### src/rtl/tdc_pkg.sv
// rtl/tdc_pkg.sv - shared constants and state type for the TDC thermometer generator
package tdc_pkg;

    localparam int TDC_WIDTH   = 40;
    localparam int TDC_CW      = 8;
    localparam int TDC_MAXCODE = 39;

    typedef enum logic [1:0] {
        IDLE   = 2'd0,
        SINGLE = 2'd1,
        SWEEP  = 2'd2,
        DONE   = 2'd3
    } tg_state_t;

endpackage

### src/rtl/tdc_thermo_decode.sv
// rtl/tdc_thermo_decode.sv - binary bin code to delay-line thermometer word, with optional bubble
module tdc_thermo_decode
    import tdc_pkg::*;
#(
    parameter int WIDTH = TDC_WIDTH,
    parameter int CW    = TDC_CW
) (
    input  logic [CW-1:0]    code_i,
    input  logic             bubble_i,
    output logic [WIDTH-1:0] therm_o
);

    // Taps below the code are set; the top tap is never set; a bubble clears tap 0 for codes >= 3
    always_comb begin
        therm_o = '0;
        for (int i = 0; i < WIDTH - 1; i++) begin
            therm_o[i] = (int'(code_i) > i);
        end
        if (bubble_i && (code_i >= CW'(3))) begin
            therm_o[0] = 1'b0;
        end
    end

endmodule

### src/rtl/tdc_thermo_gen.sv
// rtl/tdc_thermo_gen.sv - self-test thermometer pattern generator (single pattern or full sweep)
module tdc_thermo_gen
    import tdc_pkg::*;
#(
    parameter int WIDTH = TDC_WIDTH,
    parameter int CW    = TDC_CW,
    parameter int HOLD  = 4
) (
    input  logic             clk,
    input  logic             rst_n,
    input  logic             start,
    input  logic             mode,
    input  logic [CW-1:0]    code_in,
    input  logic             bubble_en,
    input  logic             abort,
    output logic             busy,
    output logic [WIDTH-1:0] therm_out,
    output logic             therm_valid,
    output logic [CW-1:0]    code_exp,
    output logic             done,
    output logic             err
);

    localparam int          HW       = $clog2(HOLD + 1);
    localparam logic [HW-1:0] HOLD_LAST = HW'(HOLD - 1);
    localparam logic [CW-1:0] MAX_CODE  = CW'(WIDTH - 1);

    tg_state_t         state_q, state_d;
    logic [HW-1:0]     hold_q, hold_d;
    logic [CW-1:0]     code_q, code_d;
    logic              bubble_q, bubble_d;

    logic              busy_d, valid_d, done_d, err_d;
    logic [WIDTH-1:0]  therm_d, therm_dec;
    logic [CW-1:0]     code_exp_d;
    logic              run_d;

    // The decoder looks at the next-cycle code so its result can be registered straight to therm_out
    tdc_thermo_decode #(
        .WIDTH (WIDTH),
        .CW    (CW)
    ) u_decode (
        .code_i   (code_d),
        .bubble_i (bubble_d),
        .therm_o  (therm_dec)
    );

    // State, counter and latched-request registers
    always_ff @(posedge clk or negedge rst_n) begin
        if (!rst_n) begin
            state_q  <= IDLE;
            hold_q   <= '0;
            code_q   <= '0;
            bubble_q <= 1'b0;
        end else begin
            state_q  <= state_d;
            hold_q   <= hold_d;
            code_q   <= code_d;
            bubble_q <= bubble_d;
        end
    end

    // Next state and counters; abort outranks hold wrap and completion
    always_comb begin
        state_d  = state_q;
        hold_d   = hold_q;
        code_d   = code_q;
        bubble_d = bubble_q;
        err_d    = 1'b0;
        case (state_q)
            IDLE: begin
                hold_d = '0;
                if (start && !abort) begin
                    if (mode) begin
                        state_d  = SWEEP;
                        code_d   = '0;
                        bubble_d = bubble_en;
                    end else if (code_in <= MAX_CODE) begin
                        state_d  = SINGLE;
                        code_d   = code_in;
                        bubble_d = bubble_en;
                    end else begin
                        err_d = 1'b1;
                    end
                end
            end
            SINGLE: begin
                if (abort) begin
                    state_d = IDLE;
                    hold_d  = '0;
                    code_d  = '0;
                end else if (hold_q == HOLD_LAST) begin
                    state_d = DONE;
                    hold_d  = '0;
                end else begin
                    hold_d = hold_q + HW'(1);
                end
            end
            SWEEP: begin
                if (abort) begin
                    state_d = IDLE;
                    hold_d  = '0;
                    code_d  = '0;
                end else if (hold_q == HOLD_LAST) begin
                    hold_d = '0;
                    if (code_q == MAX_CODE) begin
                        state_d = DONE;
                    end else begin
                        code_d = code_q + CW'(1);
                    end
                end else begin
                    hold_d = hold_q + HW'(1);
                end
            end
            DONE: begin
                state_d = IDLE;
                hold_d  = '0;
                code_d  = '0;
            end
            default: begin
                state_d = IDLE;
                hold_d  = '0;
                code_d  = '0;
            end
        endcase
    end

    // Output values for the coming cycle, derived from the next state
    always_comb begin
        run_d      = (state_d == SINGLE) || (state_d == SWEEP);
        busy_d     = (state_d != IDLE);
        valid_d    = run_d;
        done_d     = (state_d == DONE);
        therm_d    = run_d ? therm_dec : '0;
        code_exp_d = run_d ? code_d : '0;
    end

    // Every output comes straight from a flop
    always_ff @(posedge clk or negedge rst_n) begin
        if (!rst_n) begin
            busy        <= 1'b0;
            therm_valid <= 1'b0;
            therm_out   <= '0;
            code_exp    <= '0;
            done        <= 1'b0;
            err         <= 1'b0;
        end else begin
            busy        <= busy_d;
            therm_valid <= valid_d;
            therm_out   <= therm_d;
            code_exp    <= code_exp_d;
            done        <= done_d;
            err         <= err_d;
        end
    end

endmodule

### config.mk
export PLATFORM = sky130hd
export DESIGN_NAME = tdc_thermo_gen
export DESIGN_NICKNAME = d
export VERILOG_FILES = /design/src/rtl/tdc_pkg.sv /design/src/rtl/tdc_thermo_decode.sv /design/src/rtl/tdc_thermo_gen.sv
export SDC_FILE = /design/constraint.sdc
export NUM_CORES = 1
export LEC_CHECK = 0
export ABC_AREA = 1
export CAP_MARGIN = 10
export CORE_UTILIZATION = 25
export DETAILED_ROUTE_END_ITERATION = 8
export PLACE_DENSITY = 0.47
export SLEW_MARGIN = 20
export SYNTH_ARGS = -nofsm -noshare
export SYNTH_HDL_FRONTEND = slang
export SYNTH_SLANG_ARGS = --single-unit
### constraint.sdc
create_clock -name clk -period 3.9 [get_ports clk]
set_input_delay 0.975 -clock clk [delete_from_list [all_inputs] [get_ports clk]]
set_output_delay 0.975 -clock clk [all_outputs]
set_load 0.005 [all_outputs]
## Word-level counts from Yosys, hierarchy flattened

Index checks and enable logic that the tools add are counted.

| word-level totals | value |
|---|---|
| word-level logic and storage cells | 100 |
| input bits | 14 |
| register bits | 65 |
| output and inout port bits | 52 |

| cells by class | value |
|---|---|
| muxes and demuxes | 31 |
| equality and inequality tests | 8 |
| add/sub/neg operators | 2 |
| $lt $le $gt $ge | 41 |
| reduce and logical (&&, ||, !) cells | 8 |

Operator list:

| cell | number |
|---|---|
| > comparator 8 x 5 -> 1 bit (second input constant) | 16 |
| > comparator 8 x 4 -> 1 bit (second input constant) | 8 |
| 2-to-1 mux 8 bit | 8 |
| > comparator 8 x 6 -> 1 bit (second input constant) | 7 |
| 2-to-1 mux 39 bit | 1 |
| > comparator 8 x 3 -> 1 bit (second input constant) | 4 |
| one-hot mux 8 bit (4 select lines) | 1 |
| > comparator 8 x 1 -> 1 bit (second input constant) | 2 |
| > comparator 8 x 2 -> 1 bit (second input constant) | 2 |
| 2-to-1 mux 2 bit | 8 |
| 2-to-1 mux 1 bit | 9 |
| adder 8 x 1 -> 8 bit (second input constant) | 1 |
| == test 2 bit (second input constant) | 4 |
| == test 8 x 6 -> 1 bit (second input constant) | 1 |
| >= comparator 8 x 2 -> 1 bit (second input constant) | 1 |
| <= comparator 8 x 6 -> 1 bit (second input constant) | 1 |
| one-hot mux 2 bit (4 select lines) | 1 |
| 2-to-1 mux 3 bit | 2 |
| one-hot mux 3 bit (2 select lines) | 1 |
| == test 2 x 1 -> 1 bit (second input constant) | 2 |
| OR reduction 2 bit | 2 |
| adder 3 x 1 -> 3 bit (second input constant) | 1 |
| == test 3 x 2 -> 1 bit (second input constant) | 1 |
| logical AND 1 bit | 2 |
| other kinds (4) | 4 |

## Depth between registers and ports, before layout

Gate-level depths: netlist of the first run.

| logic depth | value |
|---|---|
| depth in word-level cells | 9 |
| gate-level depth with buffers | 17 |
| depth with buffers taken out | 16 |

## Hierarchy

Synthesis of the first run repeated with hierarchy kept, for this count alone.

| second synthesis, totals | value |
|---|---|
| cells, all modules | 413 |
| area total of the unflattened synthesis | 3,275.6 sq um |

By module, submodules not included:

| module | instances | seq. area each (sq um) | area an instance (sq um) | cells an instance |
|---|---|---|---|---|
| tdc_thermo_gen | 1 | 1,651.6 | 2,821.5 | 317 |
| tdc_thermo_decode | 1 | 0.0 | 454.2 | 96 |

## Worst setup path before layout of the first run

Ideal clock, no wire load.

| timing path | value |
|---|---|
| kind | input-to-reg |
| from | input port abort |
| to | register therm_out[18] |
| data arrival time | 3.040 ns |
| buffers on the path | 1 |
| setup slack | 0.798 ns |
| cell stages on the path | 12 |
| required time | 3.837 ns |
| cell sequence | nor2_1 > nand2_1 > o21bai_1 > and3_1 > ha_1 > clkbuf_1 > clkinv_1 > nor2_1 > inv_2 > o21ai_2 > nand2_1 > inv_1 |

| between the ends | value |
|---|---|
| cells in the longest elaborated chain, start to end | 7 |
| elaborated cells between the ends (all ways) | 15 |
| classes of those cells | order compare: 1; eq/ne: 2; mux: 9; reduce/logical: 3 |

RTL lines:

| what | RTL line | source |
|---|---|---|
| start: declaration | tdc_thermo_gen.sv:15 | `input logic abort,` |
| zero test 1 bit | tdc_thermo_gen.sv:73 | `if (start && !abort) begin` |
| logical AND 1 bit | tdc_thermo_gen.sv:73 |  |
| 2-to-1 mux 2 bit | tdc_thermo_gen.sv:73 |  |
| one-hot mux 2 bit (4 select lines) * | tdc_thermo_gen.sv:70 | `case (state_q)` |
| == test 2 x 1 -> 1 bit / == test 2 bit (equally long branches) | tdc_thermo_gen.sv:130 | `run_d = (state_d == SINGLE) \|\| (state_d == SWEEP);` |
| logical OR 1 bit * | tdc_thermo_gen.sv:130 |  |
| named net run_d | tdc_thermo_gen.sv:36 | `logic run_d;` |
| 2-to-1 mux 39 bit * | tdc_thermo_gen.sv:134 | `therm_d = run_d ? therm_dec : '0;` |
| named net therm_d[18] | tdc_thermo_gen.sv:34 | `logic [WIDTH-1:0] therm_d, therm_dec;` |
| end signal: assignment | tdc_thermo_gen.sv:150 | `therm_out <= therm_d;` |
| end: declaration | tdc_thermo_gen.sv:17 | `output logic [WIDTH-1:0] therm_out,` |

The timed path passes the listed nets; every way through them passes the cells marked *.

## Worst setup path in the final report of the first run

| timing path | value |
|---|---|
| from | input port abort |
| to | register therm_out[24] |

The elaborated chain is that of the path after synthesis.

==> metrics.txt, run 1 <==
DRC viols=0; EDFF count, synth=0; startpoint types=input pin; Async SR Flop Fraction=100%; Leak=2.19 nW; Die Area=~0.013 mm²; Crit path top cell by count=nand2_1; CP peak stage delay=roughly 0.43 ns; outcome=complete, no violations; CTS Buf Count=9; Worst path top cell family by delay=simple AND/OR/NAND/NOR gates; area of the multi-input gates=0.00131 mm²; Post-Place Setup Slack=0.444 ns; Mapped Cells=384; Core ar.=around 0.013 mm²; # fillers=1272; area delta synth->final=36.1%; RSZ-0062 raised after global routing=no; Final WS setup=0.753 ns; HPWL Detailed=~6.6 mm; routability cong.=approximately 0.87; WHS Endpoint=hold_q[0]$_DFF_PN0_; I/O pins=66; die width=~120 µm; CP Class=input pin to register; worst path required time=4.17 ns; ant diodes=0; Synth top area share=between 50% and 60%; Cell Area, Synth=between 0.003 and 0.004 mm²; fmax=~0.32 GHz; Worst EP arrival=3.41 ns; Vias/cell=approximately 4.3; final wirelength=between 8 and 9 mm; global-route wire length before repair=between 10 and 15 mm; Seq/Total Area, Yosys=between 50% and 60%; clock buffer depth=2; synthesized area per cell=8.36 µm²; Clock Latency Late Sink=between 0.3 and 0.4 ns; layout cell share with drive strength beyond 1=14.9%; # port buffers=64; CP Capture Type=register; initial core utilization=about a quarter; cell area power density=745 mW/mm²; Slowest-stage cell, CP=clkdlybuf4s50_1; hold_ws=0.432 ns; row count=41; grt ovf=0; worst clock skew=0.00694 ns; worst rel slew slack=roughly 36%; Via Count=2716; die height=115 µm; initial antenna violation count=0; H-Tree Depth=3; Slew Viols, Final=0; clock sink total=65; Synth area leader=dfrtp_1; count of warnings emitted by yosys=0; largest net degree at the start of global routing=43; Worst-Margin Slew=between 0.9 and 1 ns; worst hold stages=1; crit path cell chain=clkdlybuf4s50_1, nor2_1, nand2_1, o21bai_1, and3_1, ha_1, clkinv_1, buf_4, nor2_1, nand2_1, nand2_1, nand2_1, inv_1; Hold Path Class=register to register; reg2reg start=state_q[1]$_DFF_PN0_; wire per inst=about 14 µm; Max Cap Viol=0; critical path buffer and inverter count=4; Synthesized Nets=approximately 410; Worst-path clk slew=0.05 ns; crit share post-route=about four fifths; CP max FO=18; Hold Vio Cnt, Final=0; cell with the most instances after synthesis=nand2_1; synth cell count leaders=nand2_1, dfrtp_1, nor2_1; post-synthesis register bit count=65; setup TNS=0 ns; Setup violations, final=0; Final nets=~480; post-route ant nets=0; RR Endpoint=therm_out[24]$_DFF_PN0_; FF/Latch Area=roughly 0.0016 mm²; DRT Pass-1 Iters=4; cts hold-fix bufs=0; CTS tree=done; worst reg2reg path depth=14; # resized after CTS=0; peak supply drop=roughly 0.00026 V; DR iter-0 viols=between 100 and 150; Total GRT Usage=between 10% and 20%; hold path start=hold_q[0]$_DFF_PN0_; Synth Flop Type=dfrtp_1; Tmin final=around 3.1 ns; postcts setup bufs=0; largest cells by area after synthesis=dfrtp_1, nand2_1, nor2_1, inv_1, nand3_1; final core utilization=34.8%; clk root buf=clkbuf_16; Unique masters post-synth=38; flop2flop setup slack=slightly above 1 ns; vias in the first global route=about 2700
how the worst max path moves through the flow:
stage               slack, ns  depth (start not counted)  start                      end
floorplan                0.80                         12  abort  therm_out[18]$_DFF_PN0_
global placement         0.55                         14  abort  therm_out[38]$_DFF_PN0_
detailed placement       0.44                         13  abort  therm_out[24]$_DFF_PN0_
CTS                      0.77                         13  abort  therm_out[24]$_DFF_PN0_
global route             0.56                         13  abort  therm_out[24]$_DFF_PN0_
finish                   0.75                         13  abort  therm_out[24]$_DFF_PN0_
placed cells by master (no fill, tap or decap), drive strengths merged:
cell,Yosys,layout
nand2,98,98
dfrtp,65,65
clkdlybuf4s50,0,63
inv,62,63
nor2,58,58
nand3,33,33
a21oi,17,17
o21ai,13,13
clkbuf,2,10
nand4,8,8
ha,7,7
buf,4,5
clkinv,1,4
nor3,3,3
a31oi,2,2
bufinv,0,2
o21bai,1,1
and3,1,1
a22oi,1,1
o21a,1,1
o31ai,1,1
nand3b,1,1
a21o,1,1
mux2i,1,1
and2,1,1
nor4,1,1
conb,1,1
through the flow:
step	area, µm²	total power [mW]	instances
6_report	4370	3.25	634
3_3_place_gp	4050	2.40	618
3_5_place_dp	4050	2.40	618
4_1_cts	4370	3.28	634
5_1_grt	4370	3.49	634
2_1_floorplan	3210	1.79	384
registers in the layout, summed over array words and instances (netlist names):
name and count:
bubble_q 1, busy 1, code_exp 8, code_q 8
done 1, err 1, hold_q 3, state_q 2
therm_out 39, therm_valid 1
routing by layer:
metal | GRT usage (%) | wire [µm] | part of all wire (%)
met1 | 20.5 | 4440 | 51
met2 | 20.4 | 3770 | 43
met5 | 0 | 0 | 0
met3 | 2.37 | 357 | 4.1
met4 | 5.54 | 162 | 1.9
power breakdown:
| group | switching, mW | total, mW | internal (mW) | leakage, nW |
|---|---|---|---|---|
| sequential | 0.0865 | 0.968 | 0.881 | 0.870 |
| combinational | 0.851 | 1.42 | 0.568 | 1.16 |
| clock | 0.304 | 0.867 | 0.563 | 0.157 |
| total | 1.24 | 3.25 | 2.01 | 2.19 |
layout make-up:
cell class | count | area share [%]
clock buffers | 10 | 5.24
clock inverters | 6 | 2.09
inverters | 63 | 5.41
multi-input cells | 250 | 29.9
flip-flops and latches | 65 | 37.2
well taps | 172 | 4.92
repair buffers | 68 | 15.2
cells by family (layout without fill, tap and decap cells):
family / Yosys count / in the layout / synth area share [%]
fa+ha+maj: 7 / 7 / 2.73
other cells: 1 / 1 / 0.117
mux: 1 / 1 / 0.312
buf+inv: 69 / 147 / 8.69
flops: 65 / 65 / 50.6
simple gates: 204 / 204 / 30.3
compound gates: 37 / 37 / 7.21
Power figures use the tool's default switching activity.
==> run 2, diff against run 1 <==
Clock period 3.9 ns to 3 ns, I/O delays scaled along.
==> run 2 against run 1 <==
Worst hold slack better by 0.0079 ns. Final area is 3.1% higher. Wire length is 1.6% lower. Setup slack worse by 0.45 ns. Critical path type unchanged. Via count is 2.9% higher. Sequential power is 30% higher. First-iteration DRC count is 41% higher. Total power is 29% higher. Critical path depth is 1 lower. Largest cell class unchanged. Clock-buffer cell count is 2 higher.
==> metrics.txt, run 2 (same netlist as run 1, synthesis figures left out) <==
Hold Vio Cnt, Final=0 (unchanged); HPWL Detailed=6.67 mm (was 6.61 mm); Switching Share=38.1% (was 38.2%); DRT Pass-1 Iters=6 (was 4); CP Capture Type=register (unchanged); Max Cap Viol=0 (unchanged); Tmin final=2.70 ns; setup TNS=0 ns (unchanged); GR Util met3=2.85% (was 2.37%); crit path cell chain=clkdlybuf4s50_1, nor2_4, nand3_4, buf_4, nand2_2, nor2_1, a21oi_1, nand2_1, nor2_2, nand4_1, nand2_1, inv_1 (was clkdlybuf4s50_1, nor2_1, nand2_1, o21bai_1, and3_1, ha_1, clkinv_1, buf_4, nor2_1, nand2_1, nand2_1, nand2_1, inv_1); crit share post-route=89.8%; DR iter-0 viols=199 (was 141); cts hold-fix bufs=0 (unchanged); Clock power frac=22.6% (was 26.6%); final wirelength=8.59 mm (was 8.73 mm); initial core utilization=25.6% (unchanged); post-route ant nets=0 (unchanged); Crit path top cell by count=nand2_1 (unchanged); sequential share of power=29.9% (was 29.7%); cell area power density=934 mW/mm² (was 745 mW/mm²); Die Area=0.0133 mm² (unchanged); clock sink total=65 (unchanged); outcome=complete, no violations (unchanged); CP Class=input pin to register (unchanged); wire per inst=13.1 µm (was 13.8 µm); area delta synth->final=40.4% (was 36.1%); M2 GR Usage=20.4% (unchanged); most frequent cells in the layout=nand2_1, dfrtp_1, clkdlybuf4s50_1, nor2_1, inv_1 (unchanged); hold path start=hold_q[0]$_DFF_PN0_ (unchanged); flop2flop setup slack=0.51 ns (was 1.03 ns); Psw=1.60 mW (was 1.24 mW); CP max FO=6 (was 18); Top Registers=therm_out: 39 flops, code_exp: 8 flops, code_q: 8 flops (unchanged); worst rel slew slack=49.5% (was 36.4%); clk root buf=clkbuf_16 (unchanged); # port buffers=64 (unchanged); worst reg2reg path depth=13 (was 14); Clock Latency Late Sink=0.33 ns (about the same); WHS Endpoint=hold_q[0]$_DFF_PN0_ (unchanged); Largest register FFs=39 (unchanged); global-route wire length before repair=14.4 mm (was 14.1 mm); Int Pwr=2.61 mW (was 2.01 mW); Worst EP arrival=2.92 ns (was 3.41 ns); critical path buffer and inverter count=3 (was 4); RR Endpoint=therm_out[18]$_DFF_PN0_ (was therm_out[24]$_DFF_PN0_); grt ovf=0 (unchanged); RSZ-0062 raised after global routing=no (unchanged); Worst-path clk slew=0.05 ns (about the same); register with the most flip-flops=therm_out (unchanged); most common cell after layout, fill and taps aside=nand2_1 (unchanged); fmax=~0.37 GHz; # resized after CTS=0 (unchanged); ant diodes=0 (unchanged); Vias/cell=4.27 (was 4.28); postcts setup bufs=0 (unchanged); Slew Viols, Final=0 (unchanged); startpoint types=input pin (unchanged); Slowest-stage cell, CP=clkdlybuf4s50_1 (unchanged); H-Tree Depth=3 (unchanged); final core utilization=35.9% (was 34.8%); Final nets=499 (was 478); row count=41 (unchanged); I/O pins=66 (unchanged); die width=115 µm (unchanged); Worst path top cell family by delay=simple AND/OR/NAND/NOR gates (unchanged); layout cell share with drive strength beyond 1=18.4% (was 14.9%); Setup violations, final=0 (unchanged); Total GRT Usage=14.2% (was 14.0%); initial antenna violation count=0 (unchanged); worst hold stages=1 (unchanged); clock buffer depth=2 (unchanged); routability cong.=0.862 (was 0.873); DRC viols=0 (unchanged); die height=115 µm (unchanged); most used routing layer=met1 (unchanged); worst path required time=3.22 ns (was 4.17 ns); peak supply drop=0.000337 V (was 0.000262 V); CTS Buf Count=9 (unchanged); GR met1 Demand/Resource=20.8% (was 20.5%); Core ar.=0.0126 mm² (unchanged); largest net degree at the start of global routing=34 (was 43); Comb pwr share=47.5% (was 43.6%); Leak=2.27 nW (was 2.19 nW); vias in the first global route=2789 (was 2696); CP peak stage delay=0.52 ns (was 0.43 ns); worst clock skew=0.00921 ns (was 0.00694 ns); Worst-Margin Slew=0.757 ns (was 0.954 ns); CTS tree=done (unchanged); reg2reg start=state_q[0]$_DFF_PN0_ (was state_q[1]$_DFF_PN0_); Hold Path Class=register to register (unchanged); Via Count=2795 (was 2716)
[run 2: how the worst max path moves through the flow]
stage	start	end	slack (ns)	depth (start not counted)
after CTS	abort	therm_out[24]$_DFF_PN0_	0.30	12
after global routing	abort	therm_out[24]$_DFF_PN0_	0.1	12
after floorplan	state_q[0]$_DFF_PN0_	therm_out[18]$_DFF_PN0_	0.12	15
after detailed placement	abort	therm_out[24]$_DFF_PN0_	-0.04	12
after global placement	abort	therm_out[24]$_DFF_PN0_	0.006	12
final	abort	therm_out[24]$_DFF_PN0_	0.30	12
[run 2: power by group through the flow]
stage / combinational, mW / clock (mW) / sequential (mW)
finish: 2.00 / 0.954 / 1.26
global route: 2.22 / 1.03 / 1.29
CTS: 2.01 / 0.983 / 1.27
detailed placement: 2.00 / 0 / 1.28
global placement: 2.01 / 0 / 1.28
floorplan: 1.05 / 0 / 1.27
[run 2: metal layers]
layer,wire length (µm),up-vias
li1,-,1393
met1,4230,1302
met2,3760,88
met3,455,12
met4,144,0
met5,0,-
[run 2: layout make-up]
class                   instances  area [µm²]
clock buffers                  12         246
repair buffers                 89         848
multi-input cells             250        1310
flip-flops and latches         65        1630
well taps                     172         215
clock inverters                 4        28.8
inverters                      63         236
fillers                      1289        8060
[run 2: stage by stage]
step | setup WS, ns | power, mW | area [µm²] | cells | hold WS (ns)
finish | 0.305 | 4.21 | 4510 | 655 | 0.440
global route | 0.0990 | 4.54 | 4510 | 655 | 0.460
CTS | 0.298 | 4.26 | 4510 | 655 | 0.449
detailed placement | -0.0418 | 3.28 | 4230 | 639 | 0.442
global placement | 0.00578 | 3.29 | 4230 | 639 | 0.423
floorplan | 0.122 | 2.32 | 3210 | 384 | 0.410
